<file path="config.mk">
export PLATFORM = sky130hd
export DESIGN_NAME = glyph_mem_arbiter_flat
export DESIGN_NICKNAME = d
export VERILOG_FILES = /design/src/rtl/glyph_mem_pkg.sv /design/src/rtl/glyph_mem_arbiter_if.sv /design/src/rtl/sat_counter.sv /design/src/rtl/glyph_mem_arbiter.sv /design/src/flat_wrapper.sv
export SDC_FILE = /design/constraint.sdc
export NUM_CORES = 1
export LEC_CHECK = 0
export BUFFER_PORTS_ARGS = -buffer_cell sky130_fd_sc_hd__buf_2
export CORE_AREA = 2 2 111 70
export DETAILED_ROUTE_END_ITERATION = 8
export DIE_AREA = 0 0 113 72
export SLEW_MARGIN = 20
export SYNTH_ARGS = -nofsm -noshare
export SYNTH_HDL_FRONTEND = slang
export SYNTH_SLANG_ARGS = --single-unit
</file>
<file path="constraint.sdc">
create_clock -name clk -period 1.65 [get_ports clk]
set_input_delay 0.33 -clock clk [delete_from_list [all_inputs] [get_ports clk]]
set_output_delay 0.33 -clock clk [all_outputs]
set_load 0.01 [all_outputs]
</file>
<file path="src/rtl/glyph_mem_pkg.sv">
// glyph_mem_pkg: shared widths, RAM depth and slot tags for the glyph memory arbiter
package glyph_mem_pkg;
  localparam int AW_DEF = 14;
  localparam int DW_DEF = 1;
  localparam int CW_DEF = 16;
  localparam int GLYPH_DEPTH = 16384;
  typedef enum logic [1:0] {TAG_NONE, TAG_DISP, TAG_HRD} slot_tag_t;
endpackage

</file>
<file path="src/rtl/glyph_mem_arbiter_if.sv">
// glyph_mem_arbiter_if: display, host, RAM and statistics signals of the glyph memory arbiter
interface glyph_mem_arbiter_if
  import glyph_mem_pkg::*;
#(
  parameter int AW = AW_DEF,
  parameter int DW = DW_DEF,
  parameter int CW = CW_DEF
);
  logic          disp_en;
  logic [AW-1:0] disp_addr;
  logic [DW-1:0] disp_data;
  logic          disp_valid;
  logic          host_valid;
  logic          host_ready;
  logic          host_we;
  logic [AW-1:0] host_addr;
  logic [DW-1:0] host_wdata;
  logic          host_rvalid;
  logic [DW-1:0] host_rdata;
  logic [AW-1:0] mem_addr;
  logic          mem_we;
  logic [DW-1:0] mem_wdata;
  logic [DW-1:0] mem_rdata;
  logic          stat_clr;
  logic [CW-1:0] conflict_cnt;
  modport slave (
    input  disp_en, disp_addr, host_valid, host_we, host_addr, host_wdata, mem_rdata, stat_clr,
    output disp_data, disp_valid, host_ready, host_rvalid, host_rdata, mem_addr, mem_we, mem_wdata,
           conflict_cnt
  );
  modport master (
    output disp_en, disp_addr, host_valid, host_we, host_addr, host_wdata, mem_rdata, stat_clr,
    input  disp_data, disp_valid, host_ready, host_rvalid, host_rdata, mem_addr, mem_we, mem_wdata,
           conflict_cnt
  );
endinterface

</file>
<file path="src/rtl/sat_counter.sv">
// sat_counter: saturating up-counter with synchronous clear taking priority over increment
module sat_counter #(
  parameter int W = 16
) (
  input  logic         clk,
  input  logic         rst,
  input  logic         inc,
  input  logic         clr,
  output logic [W-1:0] q
);
  logic [W-1:0] cnt_q;
  always_ff @(posedge clk or negedge rst)
    if (!rst) cnt_q <= '0;
    else if (clr) cnt_q <= '0;
    else if (inc && !(&cnt_q)) cnt_q <= cnt_q + 1'b1;
  assign q = cnt_q;
endmodule

</file>
<file path="src/rtl/glyph_mem_arbiter.sv">
// glyph_mem_arbiter: shares the single-port glyph RAM between pixel fetch (absolute priority)
// and a host read/write port, returning read data through a 2-stage slot tag pipeline.
module glyph_mem_arbiter
  import glyph_mem_pkg::*;
#(
  parameter int AW = AW_DEF,
  parameter int DW = DW_DEF,
  parameter int CW = CW_DEF
) (
  input logic                clk,
  input logic                rst,
  glyph_mem_arbiter_if.slave bus
);
  logic          host_grant;
  logic [AW-1:0] mem_addr_q, mem_addr_d;
  logic          mem_we_q, mem_we_d;
  logic [DW-1:0] mem_wdata_q, mem_wdata_d;
  slot_tag_t     tag1_q, tag1_d, tag2_q;
  logic [DW-1:0] disp_data_q, host_rdata_q;
  logic          disp_valid_q, host_rvalid_q;
  logic [CW-1:0] cnt;
  always_comb begin
    host_grant  = bus.host_valid & ~bus.disp_en;
    mem_addr_d  = bus.disp_en ? bus.disp_addr : host_grant ? bus.host_addr : mem_addr_q;
    mem_we_d    = host_grant & bus.host_we;
    mem_wdata_d = host_grant ? bus.host_wdata : mem_wdata_q;
    tag1_d      = bus.disp_en ? TAG_DISP : (host_grant & ~bus.host_we) ? TAG_HRD : TAG_NONE;
  end
  // Async reset also clears mem_we_q, so a registered write never reaches the RAM edge.
  always_ff @(posedge clk or negedge rst)
    if (!rst) begin
      mem_addr_q    <= '0;
      mem_we_q      <= 1'b0;
      mem_wdata_q   <= '0;
      tag1_q        <= TAG_NONE;
      tag2_q        <= TAG_NONE;
      disp_data_q   <= '0;
      disp_valid_q  <= 1'b0;
      host_rdata_q  <= '0;
      host_rvalid_q <= 1'b0;
    end else begin
      mem_addr_q    <= mem_addr_d;
      mem_we_q      <= mem_we_d;
      mem_wdata_q   <= mem_wdata_d;
      tag1_q        <= tag1_d;
      tag2_q        <= tag1_q;
      disp_valid_q  <= tag2_q == TAG_DISP;
      host_rvalid_q <= tag2_q == TAG_HRD;
      if (tag2_q == TAG_DISP) disp_data_q <= bus.mem_rdata;
      if (tag2_q == TAG_HRD) host_rdata_q <= bus.mem_rdata;
    end
  sat_counter #(.W(CW)) u_conflict (
    .clk (clk),
    .rst (rst),
    .inc (bus.host_valid & bus.disp_en),
    .clr (bus.stat_clr),
    .q   (cnt)
  );
  assign bus.host_ready   = rst & ~bus.disp_en;
  assign bus.mem_addr     = mem_addr_q;
  assign bus.mem_we       = mem_we_q;
  assign bus.mem_wdata    = mem_wdata_q;
  assign bus.disp_data    = disp_data_q;
  assign bus.disp_valid   = disp_valid_q;
  assign bus.host_rdata   = host_rdata_q;
  assign bus.host_rvalid  = host_rvalid_q;
  assign bus.conflict_cnt = cnt;
endmodule
</file>
<file path="src/flat_wrapper.sv">
// flat-port wrapper written by rule: the top's interface ports become plain ports
module glyph_mem_arbiter_flat import glyph_mem_pkg::*;
#(
  parameter int AW = AW_DEF,
  parameter int DW = DW_DEF,
  parameter int CW = CW_DEF
)
  (clk, rst, bus_disp_en, bus_disp_addr, bus_host_valid, bus_host_we, bus_host_addr, bus_host_wdata, bus_mem_rdata, bus_stat_clr, bus_disp_data, bus_disp_valid, bus_host_ready, bus_host_rvalid, bus_host_rdata, bus_mem_addr, bus_mem_we, bus_mem_wdata, bus_conflict_cnt);
  glyph_mem_arbiter_if #(.AW(AW), .DW(DW), .CW(CW)) bus_i ();
  input logic clk;
  input logic rst;
  input wire logic [$bits(bus_i.disp_en)-1:0] bus_disp_en;
  input wire logic [$bits(bus_i.disp_addr)-1:0] bus_disp_addr;
  input wire logic [$bits(bus_i.host_valid)-1:0] bus_host_valid;
  input wire logic [$bits(bus_i.host_we)-1:0] bus_host_we;
  input wire logic [$bits(bus_i.host_addr)-1:0] bus_host_addr;
  input wire logic [$bits(bus_i.host_wdata)-1:0] bus_host_wdata;
  input wire logic [$bits(bus_i.mem_rdata)-1:0] bus_mem_rdata;
  input wire logic [$bits(bus_i.stat_clr)-1:0] bus_stat_clr;
  output wire logic [$bits(bus_i.disp_data)-1:0] bus_disp_data;
  output wire logic [$bits(bus_i.disp_valid)-1:0] bus_disp_valid;
  output wire logic [$bits(bus_i.host_ready)-1:0] bus_host_ready;
  output wire logic [$bits(bus_i.host_rvalid)-1:0] bus_host_rvalid;
  output wire logic [$bits(bus_i.host_rdata)-1:0] bus_host_rdata;
  output wire logic [$bits(bus_i.mem_addr)-1:0] bus_mem_addr;
  output wire logic [$bits(bus_i.mem_we)-1:0] bus_mem_we;
  output wire logic [$bits(bus_i.mem_wdata)-1:0] bus_mem_wdata;
  output wire logic [$bits(bus_i.conflict_cnt)-1:0] bus_conflict_cnt;
  assign bus_i.disp_en = bus_disp_en;
  assign bus_i.disp_addr = bus_disp_addr;
  assign bus_i.host_valid = bus_host_valid;
  assign bus_i.host_we = bus_host_we;
  assign bus_i.host_addr = bus_host_addr;
  assign bus_i.host_wdata = bus_host_wdata;
  assign bus_i.mem_rdata = bus_mem_rdata;
  assign bus_i.stat_clr = bus_stat_clr;
  assign bus_disp_data = bus_i.disp_data;
  assign bus_disp_valid = bus_i.disp_valid;
  assign bus_host_ready = bus_i.host_ready;
  assign bus_host_rvalid = bus_i.host_rvalid;
  assign bus_host_rdata = bus_i.host_rdata;
  assign bus_mem_addr = bus_i.mem_addr;
  assign bus_mem_we = bus_i.mem_we;
  assign bus_mem_wdata = bus_i.mem_wdata;
  assign bus_conflict_cnt = bus_i.conflict_cnt;
  glyph_mem_arbiter #(.AW(AW), .DW(DW), .CW(CW)) u_core (.clk(clk), .rst(rst), .bus(bus_i));
endmodule
</file>
# After elaboration in Yosys (flattened, before gate mapping)

Cells that the tools add are included.

$add $sub $neg: 1
Multipliers: 0
Divide/modulo/power cells: 0
Magnitude comparators: 0
Eq/ne operators: 2
Shift-type cells: 0
Muxes and demuxes: 6
Bitwise logic cells: 7
Reduce and logical (&&, ||, !) cells: 5

Operators with widths:

| cell                                           | count |
|---|---|
| 2-to-1 mux 16 bit                              | 2 |
| 2-to-1 mux 14 bit                              | 2 |
| adder 16 x 1 -> 16 bit (second input constant) | 1 |
| AND reduction 16 bit                           | 1 |
| bitwise AND 1 bit                              | 5 |
| 2-to-1 mux 2 bit                               | 2 |
| nonzero test 2 bit                             | 2 |
| == test 2 x 1 -> 1 bit (second input constant) | 1 |
| == test 2 bit (second input constant)          | 1 |
| inverter 1 bit                                 | 2 |
| logical AND 1 bit                              | 1 |
| zero test 1 bit                                | 1 |

Register bits after elaboration: 40
Latch bits: 0
Memory bits (writable): 0
ROM bits: 0
Bits of input ports: 36
Output and inout port bits: 37
Logic and storage cells: 31
Memories: 0

# Logic depth before layout (Yosys ltp)

Gate-level depths: netlist (run 1).

Depth after elaboration: 5
Gate-level depth with buffers: 5
Gate-level depth less buffers: 5

# By module

Synthesis (run 1) repeated with hierarchy kept, for this count alone.

Cells, all modules: 176
Area total of the unflattened synthesis: 1,918.1 um2

By module, submodules not included:

| module            | times used | cells an instance | area each (um2) | seq. area each (um2) |
|---|---|---|---|---|
| glyph_mem_arbiter | 1          | 81                | 998.5           | 600.6 |
| sat_counter       | 1          | 95                | 919.6           | 400.4 |

# Least setup slack after synthesis (run 1)

OpenSTA, ideal clock, no wires.

Kind: register -> register
Start: register u_core.u_conflict.cnt_q[0] (netlist: u_core.u_conflict.q[0])
End: register u_core.u_conflict.cnt_q[12] (netlist: u_core.u_conflict.q[12])
Library setup time: 78 ps
Arrival: 1,669 ps
Data required time: 1,572 ps
Setup slack: -97 ps
Cell stages (with the launch flop): 6
Buffers on the path: 0
Period minus slack after synthesis: 1,747 ps
Cells stage by stage: dfrtp_1 -> ha_1 -> and3_1 -> nand4_1 -> or4_1 -> a21oi_1

Word-level cells in the longest chain between the ends: 4
Elaborated cells between the ends (all ways): 7
Those cells by class: add/sub: 1; mux: 2; reduce/logical: 4

RTL lines:

| item                                                           | line              | source |
|---|---|---|
| start: declaration                                             | sat_counter.sv:11 | `logic [W-1:0] cnt_q;` |
| start signal: assignment                                       | sat_counter.sv:15 | `else if (inc && !(&cnt_q)) cnt_q <= cnt_q + 1'b1;` |
| branches (longest 4 deep; another with adder 16 x 1 -> 16 bit) | --                |  |

Several ways; the timed one is not identified. The select of a mux whose other input is x is not followed.
A chain may end at the register's enable or synchronous reset.

# Final worst setup path (run 1)

Start: register u_core.u_conflict.cnt_q[1] (netlist: u_core.u_conflict.q[1])
End: register u_core.u_conflict.cnt_q[13] (netlist: u_core.u_conflict.q[13])

The elaborated chain is that of the path after synthesis.

==> reports/results.ini, run 1 <==
[status]
outcome=finished with violations
violations=DRC

[clock_network]
clock_latency_ns=0.28
clockRootBuffer=clkbuf_16
cts.path.max_buffers=2
cts_tree=done
cts_sinks=40
clkTransAtPathRegs_ns=0.06
cts_made_buffers=5
cts.htree.levels=2
postCtsHoldBufs=0

[place]
gp_congestion=0.813
preCtsSetupSlack_ns=-0.102
hpwlAfterDp_um=3810
portBuffers=72

[synthesis]
synth_fp_nets=222
ys_warn_count=0
syn_avg_cell_area_sq_um=10.4
synth-seq-area-share=0.518
netlist_area_sq_mm=0.00193
synth_seq_cells=40
synth_edf_count=0
syn_inst=185
synth_cell_types=33
ys.flop_type=dfrtp_1
synthArstFlopShare=1.00

[route]
vias=1796
wire_per_inst_um=13.7
top_layer=met4
drt_iter0_drc=55
wl_met1_um=2710
first_pass_iters=6
drt-total-wl_um=5230
avgViaCountPerCell=4.70
wl_met3_um=300
ant_nets=0
drc=4
met2_length_um=2170

[sta]
post-route-min-period_ns=1.64
tns_ns=0
drv_slew=0
worstMarginPinSlew_ns=0.526
finalHoldViolCount=0
max_freq_mhz=610
slew_headroom=0.649
skew_ns=0.00428
period_share=0.994
rsz0062_at_grt=yes
layout_setup_ws_ns=0.00990
setup_viol=0

[global_route]
grt_pass1_wl_um=8180
track_usage=0.126
grt_max_degree=41
grt_pass1_vias=1599
antenna_found_initial=0
grt-ovfl-total=0

[pwr]
p_seq_frac=0.461
p_int_w=0.00176
vdd_drop_max_mv=0.354
pwr-share-clk=0.422
p_comb_frac=0.117
p_sw_w=0.000546
swShare=0.237
p_leak_nw=1.40
power_density_mw_per_mm2=803

[final_layout]
fill_cells=722
syn_to_final_growth_pct=48.5
nets=327
final_layout_size_suffix_gt1_frac=0.502
antenna_cells=0

[worst_setup_path]
crit_required_ns=1.86
cpPeakStageDelay_ns=0.45
worstSetupPathType=register to register
end_kind=register
path_cells=buf_4, nand4_1, or4_4, or3_4, a21oi_2
crit_arrival_ns=1.85
crit_path_top_delay_cell=or4_4
path_max_fanout=3
cp-start-kind=register

[die]
start_util=0.273
die_w_um=113
core_area_sq_mm=0.00709
chipHeight_um=72
ios=73
num_rows=24
dieArea_sq_mm=0.00814

[flow_run]
cap_violations=0

[hold_path]
hold_class=input port to asynchronous set/reset pin

-- final timing paths --
path,startpoint,endpoint,slack (ns),cells past startpoint
worst max-delay path,u_core.u_conflict.q[1],u_core.u_conflict.q[13],0.01,5
worst min-delay path,rst,u_core.u_conflict.q[6],0.17,2
worst max register to register,u_core.u_conflict.q[1],u_core.u_conflict.q[13],0.01,5
worst min register to register,u_core.tag1_q[1],u_core.tag2_q[1],0.35,0
max in group asynchronous,rst,u_core.u_conflict.q[2],1.08,2
min in group clk,bus_host_we,u_core.tag1_q[1],0.21,2
-- cells in the final DEF, fill, tap and decap left out, drive strengths merged --
| cell | n |
|---|---|
| nand2b | 3 |
| nor2b | 8 |
| clkinv | 2 |
| inv | 4 |
| and3 | 1 |
| o211ai | 1 |
| ha | 1 |
| mux2 | 7 |
| o31ai | 1 |
| a211oi | 2 |
| and4 | 3 |
| nand3 | 2 |
| mux2i | 15 |
| nor3 | 4 |
| a311oi | 3 |
| o21ai | 20 |
| nor4 | 5 |
| nand4 | 8 |
| or4 | 4 |
| or2b | 1 |
| nor2 | 11 |
| nand2 | 21 |
| or3 | 4 |
| a31oi | 1 |
| buf | 106 |
| a21oi | 7 |
| clkbuf | 6 |
| dfrtp | 40 |
-- logic make-up after synthesis --
| kind of cell | Yosys count | synth area share |
|---|---|---|
| AOI/OAI and AO/OA | 35 | 0.102 |
| adders and majority gates | 1 | 0.00647 |
| buffers and inverters | 12 | 0.0343 |
| DFF | 40 | 0.518 |
| muxes | 22 | 0.118 |
| and+or+nand+nor | 75 | 0.221 |
-- metal layers --
| layer | up-vias | GRT usage |
|---|---|---|
| met5 | - | 0 |
| met4 | 0 | 0.0325 |
| met3 | 4 | 0.0309 |
| met2 | 53 | 0.178 |
| met1 | 854 | 0.193 |
| li1 | 885 | - |
-- critical path, delay by kind of cell, from the launching register on --
| kind | cells | cell delay, ns |
|---|---|---|
| AOI/OAI and AO/OA | 1 | 0.14 |
| and+or+nand+nor | 3 | 0.92 |
| buffers and inverters | 1 | 0.13 |
| DFF | 1 | 0.38 |
-- layout make-up --
| type | count | area, sq um | area share |
|---|---|---|---|
| Sequential cell | 40 | 1010 | 0.351 |
| Timing Repair Buffer | 106 | 619 | 0.216 |
| Tap cell | 91 | 114 | 0.0397 |
| Inverter | 4 | 15.0 | 0.00523 |
| Clock buffer | 6 | 139 | 0.0484 |
| Multi-Input combinational cell | 133 | 966 | 0.336 |
| Clock inverter | 2 | 10.0 | 0.00349 |
-- state kept, by name, summed over array words and instances, names as in the netlist --
signal                  cells
u_core.bus.mem_we           1
u_core.tag1_q               2
u_core.u_conflict.q        16
u_core.tag2_q               2
u_core.bus.disp_valid       1
u_core.bus.disp_data        1
u_core.bus.host_rdata       1
u_core.bus.mem_addr        14
u_core.bus.host_rvalid      1
u_core.bus.mem_wdata        1
-- cells in the mapped netlist, drive strengths merged, types with 5 or more instances --
cell	count	share of area
nor2	11	0.021
o21ai	20	0.052
a21oi	7	0.018
nor4	5	0.016
dfrtp	40	0.52
mux2i	15	0.078
nand4	8	0.040
mux2	7	0.041
nand2	21	0.041
nor2b	8	0.026
-- stage by stage --
stage,power [W],util,instances,hold slack [ns],area (sq um)
after CTS,0.00234,0.392,380,0.206,2780
final,0.00230,0.405,382,0.173,2870
after floorplan,0.00120,-,185,0.0344,1950
after global routing,0.00242,0.405,382,0.209,2870
after detailed placement,0.00135,0.363,367,0.335,2570
after global placement,0.00134,0.363,367,0.335,2570
-- power by group through the flow --
stage               Clock (W)  Combinational (W)  Sequential [W]
floorplan                   0          0.0000953         0.00110
global placement            0           0.000261         0.00108
detailed placement          0           0.000267         0.00108
CTS                   0.00100           0.000273         0.00106
global route          0.00105           0.000300         0.00107
finish               0.000973           0.000269         0.00106
-- repair_timing --
item	in CTS	in global routing
cloned	0	0
gates resized for setup	3	18
pin swaps	6	4
buffers inserted	5	2
setup endpoints to repair	5	13
No activity file was read; power rests on OpenSTA's default activity.
==> run 2, diff against run 1 <==
PLACE_DENSITY = 0.48   (was not set)
SLEW_MARGIN = not set   (was 20)
==> reports/results.ini, run 2 (synthesis gave the netlist of run 1 again) <==
[status]
outcome=finished with violations
violations=DRC, setup timing

[place]
placedCellCount=366  ; -0.27%
hpwlAfterDp_um=3760  ; -1.3%
gp_congestion=0.785  ; -3.4%
portBuffers=72  ; unchanged

[route]
wire_per_inst_um=13.2  ; -3.7%
first_pass_iters=6  ; unchanged
ant_nets=0  ; unchanged
drc=4  ; unchanged
drt_iter0_drc=67  ; +22%
vias=1727  ; -3.8%
avgViaCountPerCell=4.53  ; -3.6%
drt-total-wl_um=5020  ; -4.0%

[global_route]
grt-ovfl-total=0  ; unchanged
grt_max_degree=41  ; unchanged
antenna_found_initial=0  ; unchanged
track_usage=0.123  ; -0.00320
grt_pass1_wl_um=8040  ; -1.7%
grt_pass1_vias=1581  ; -1.1%

[flow_run]
cap_violations=0  ; unchanged

[sta]
max_freq_mhz=598  ; -1.9%
drv_slew=0  ; unchanged
layout_setup_ws_ns=-0.0211  ; -0.0310 ns
finalHoldViolCount=0  ; unchanged
slew_headroom=0.658  ; +0.00910
worstMarginPinSlew_ns=0.512  ; -0.0136 ns
skew_ns=0.00197  ; -0.00231 ns
post-route-min-period_ns=1.67  ; +0.0310 ns
rsz0062_at_grt=yes
setup_viol=3  ; +3
period_share=1.01  ; +0.0188
hold_slack_ns=0.126  ; -0.0473 ns

[worst_setup_path]
path_max_fanout=5  ; +2
cp_num_buf_inv=0  ; -1
path_cells=nand4_4, or4_4, or3_1, a21oi_2
r2r-start=u_core.u_conflict.q[3]
worstRegToRegCells=4  ; -1
r2r_end=u_core.u_conflict.q[13]
worstSetupPathType=register to register
cpPeakStageDelay_ns=0.53  ; +0.08 ns
crit_arrival_ns=1.88  ; +0.03 ns
cp_top_family=simple AND/OR/NAND/NOR gates
ff2ff_setup_slack_ns=-0.02  ; -0.03 ns
crit_path_top_delay_cell=or4_4
crit_required_ns=1.86  ; about the same
end_kind=register
cp-start-kind=register

[clock_network]
clockRootBuffer=clkbuf_16
clock_latency_ns=0.27  ; about the same
postCtsHoldBufs=0  ; unchanged
cts_tree=done
clkTransAtPathRegs_ns=0.06  ; about the same
cts.path.max_buffers=2  ; unchanged
cts_made_buffers=5  ; unchanged
cts.htree.levels=2  ; unchanged
cts_sinks=40  ; unchanged

[final_layout]
antenna_cells=0  ; unchanged
final_common_cell=buf_2
nets=326  ; -0.31%
largest_reg_flops=16  ; unchanged
final_cells=381  ; -0.26%
syn_to_final_growth_pct=47.8
fin_util=0.403  ; -0.00212
layout_common_cells=72 x buf_2, 33 x buf_4, 33 x dfrtp_1
final_layout_size_suffix_gt1_frac=0.490  ; -0.0121

[die]
dieArea_sq_mm=0.00814  ; unchanged
ios=73  ; unchanged
die_w_um=113  ; unchanged
chipHeight_um=72  ; unchanged
start_util=0.273  ; unchanged
num_rows=24  ; unchanged
core_area_sq_mm=0.00709  ; unchanged

[pwr]
vdd_drop_max_mv=0.398  ; +12%
power_density_mw_per_mm2=840  ; +4.6%
p_leak_nw=1.39  ; -0.70%
finalPower_w=0.00240  ; +4.1%

[hold_path]
hold_class=input port to asynchronous set/reset pin

[run 2: cell types whose count changed in the layout (fill, tap and decap cells not counted), sizes merged]
cell	delta
bufinv	+1
clkinvlp	+1
clkinv	-1
buf	-1
clkbuf	-1
[run 2: final cells by class]
type / count / area, sq um
Multi-Input combinational cell: 133 / 942
Tap cell: 91 / 114
Clock buffer: 5 / 125
Timing Repair Buffer: 105 / 608
Fill cell: 697 / 4230
Clock inverter: 3 / 42.5
Sequential cell: 40 / 1010
Inverter: 4 / 15.0
[run 2: per-layer routing]
metal / share of wire / global-route usage / vias to the layer above / wire length [um]
met5: 0 / 0 / - / 0
met4: 0.0078 / 0.0285 / 0 / 39
met3: 0.049 / 0.0317 / 5 / 247
met2: 0.40 / 0.155 / 34 / 2020
met1: 0.54 / 0.203 / 808 / 2720
li1: - / - / 880 / -
[run 2: timing repair]
action | CTS | global route
resized for setup | 4 | 12
endpoints found under the hold margin | 0 | 0
buffers inserted | 4 | 3
pin swaps | 1 | 9
endpoints found under the setup margin | 4 | 8
[run 2: how the worst max path moves through the flow]
| stage | from | to | slack [ns] | cells past startpoint |
|---|---|---|---|---|
| after CTS | u_core.u_conflict.q[1] | u_core.u_conflict.q[12] | -0.0003 | 5 |
| after floorplan | u_core.u_conflict.q[0] | u_core.u_conflict.q[14] | -0.008 | 5 |
| final | u_core.u_conflict.q[3] | u_core.u_conflict.q[13] | -0.02 | 4 |
| after global placement | u_core.u_conflict.q[0] | u_core.u_conflict.q[14] | 0.02 | 5 |
| after global routing | u_core.u_conflict.q[3] | u_core.u_conflict.q[13] | -0.08 | 5 |
| after detailed placement | u_core.u_conflict.q[0] | u_core.u_conflict.q[14] | -0.02 | 5 |
[run 2: per-stage QoR]
step	instance area, sq um	setup WS (ns)	setup TNS [ns]
6_report	2860	-0.0211	-0.0267
5_1_grt	2860	-0.0845	-0.352
4_1_cts	2790	-0.000336	-0.000336
3_5_place_dp	2560	-0.0212	-0.0457
3_3_place_gp	2560	0.0199	0
2_1_floorplan	1950	-0.00795	-0.00795
[run 2: where the power goes]
part           switching (W)  internal, W  leakage (nW)  total, W
logic               0.000137     0.000122         0.801  0.000259
clock network       0.000366     0.000709        0.0798   0.00108
registers          0.0000285      0.00104         0.505   0.00106
total               0.000532      0.00187          1.39   0.00240
[run 2: worst register-to-register path: cells and delay by family (launching register included)]
family | cells | cell delay [ns]
AND/OR/NAND/NOR | 3 | 1.03
AO/OA/AOI/OAI | 1 | 0.14
flip-flops | 1 | 0.42
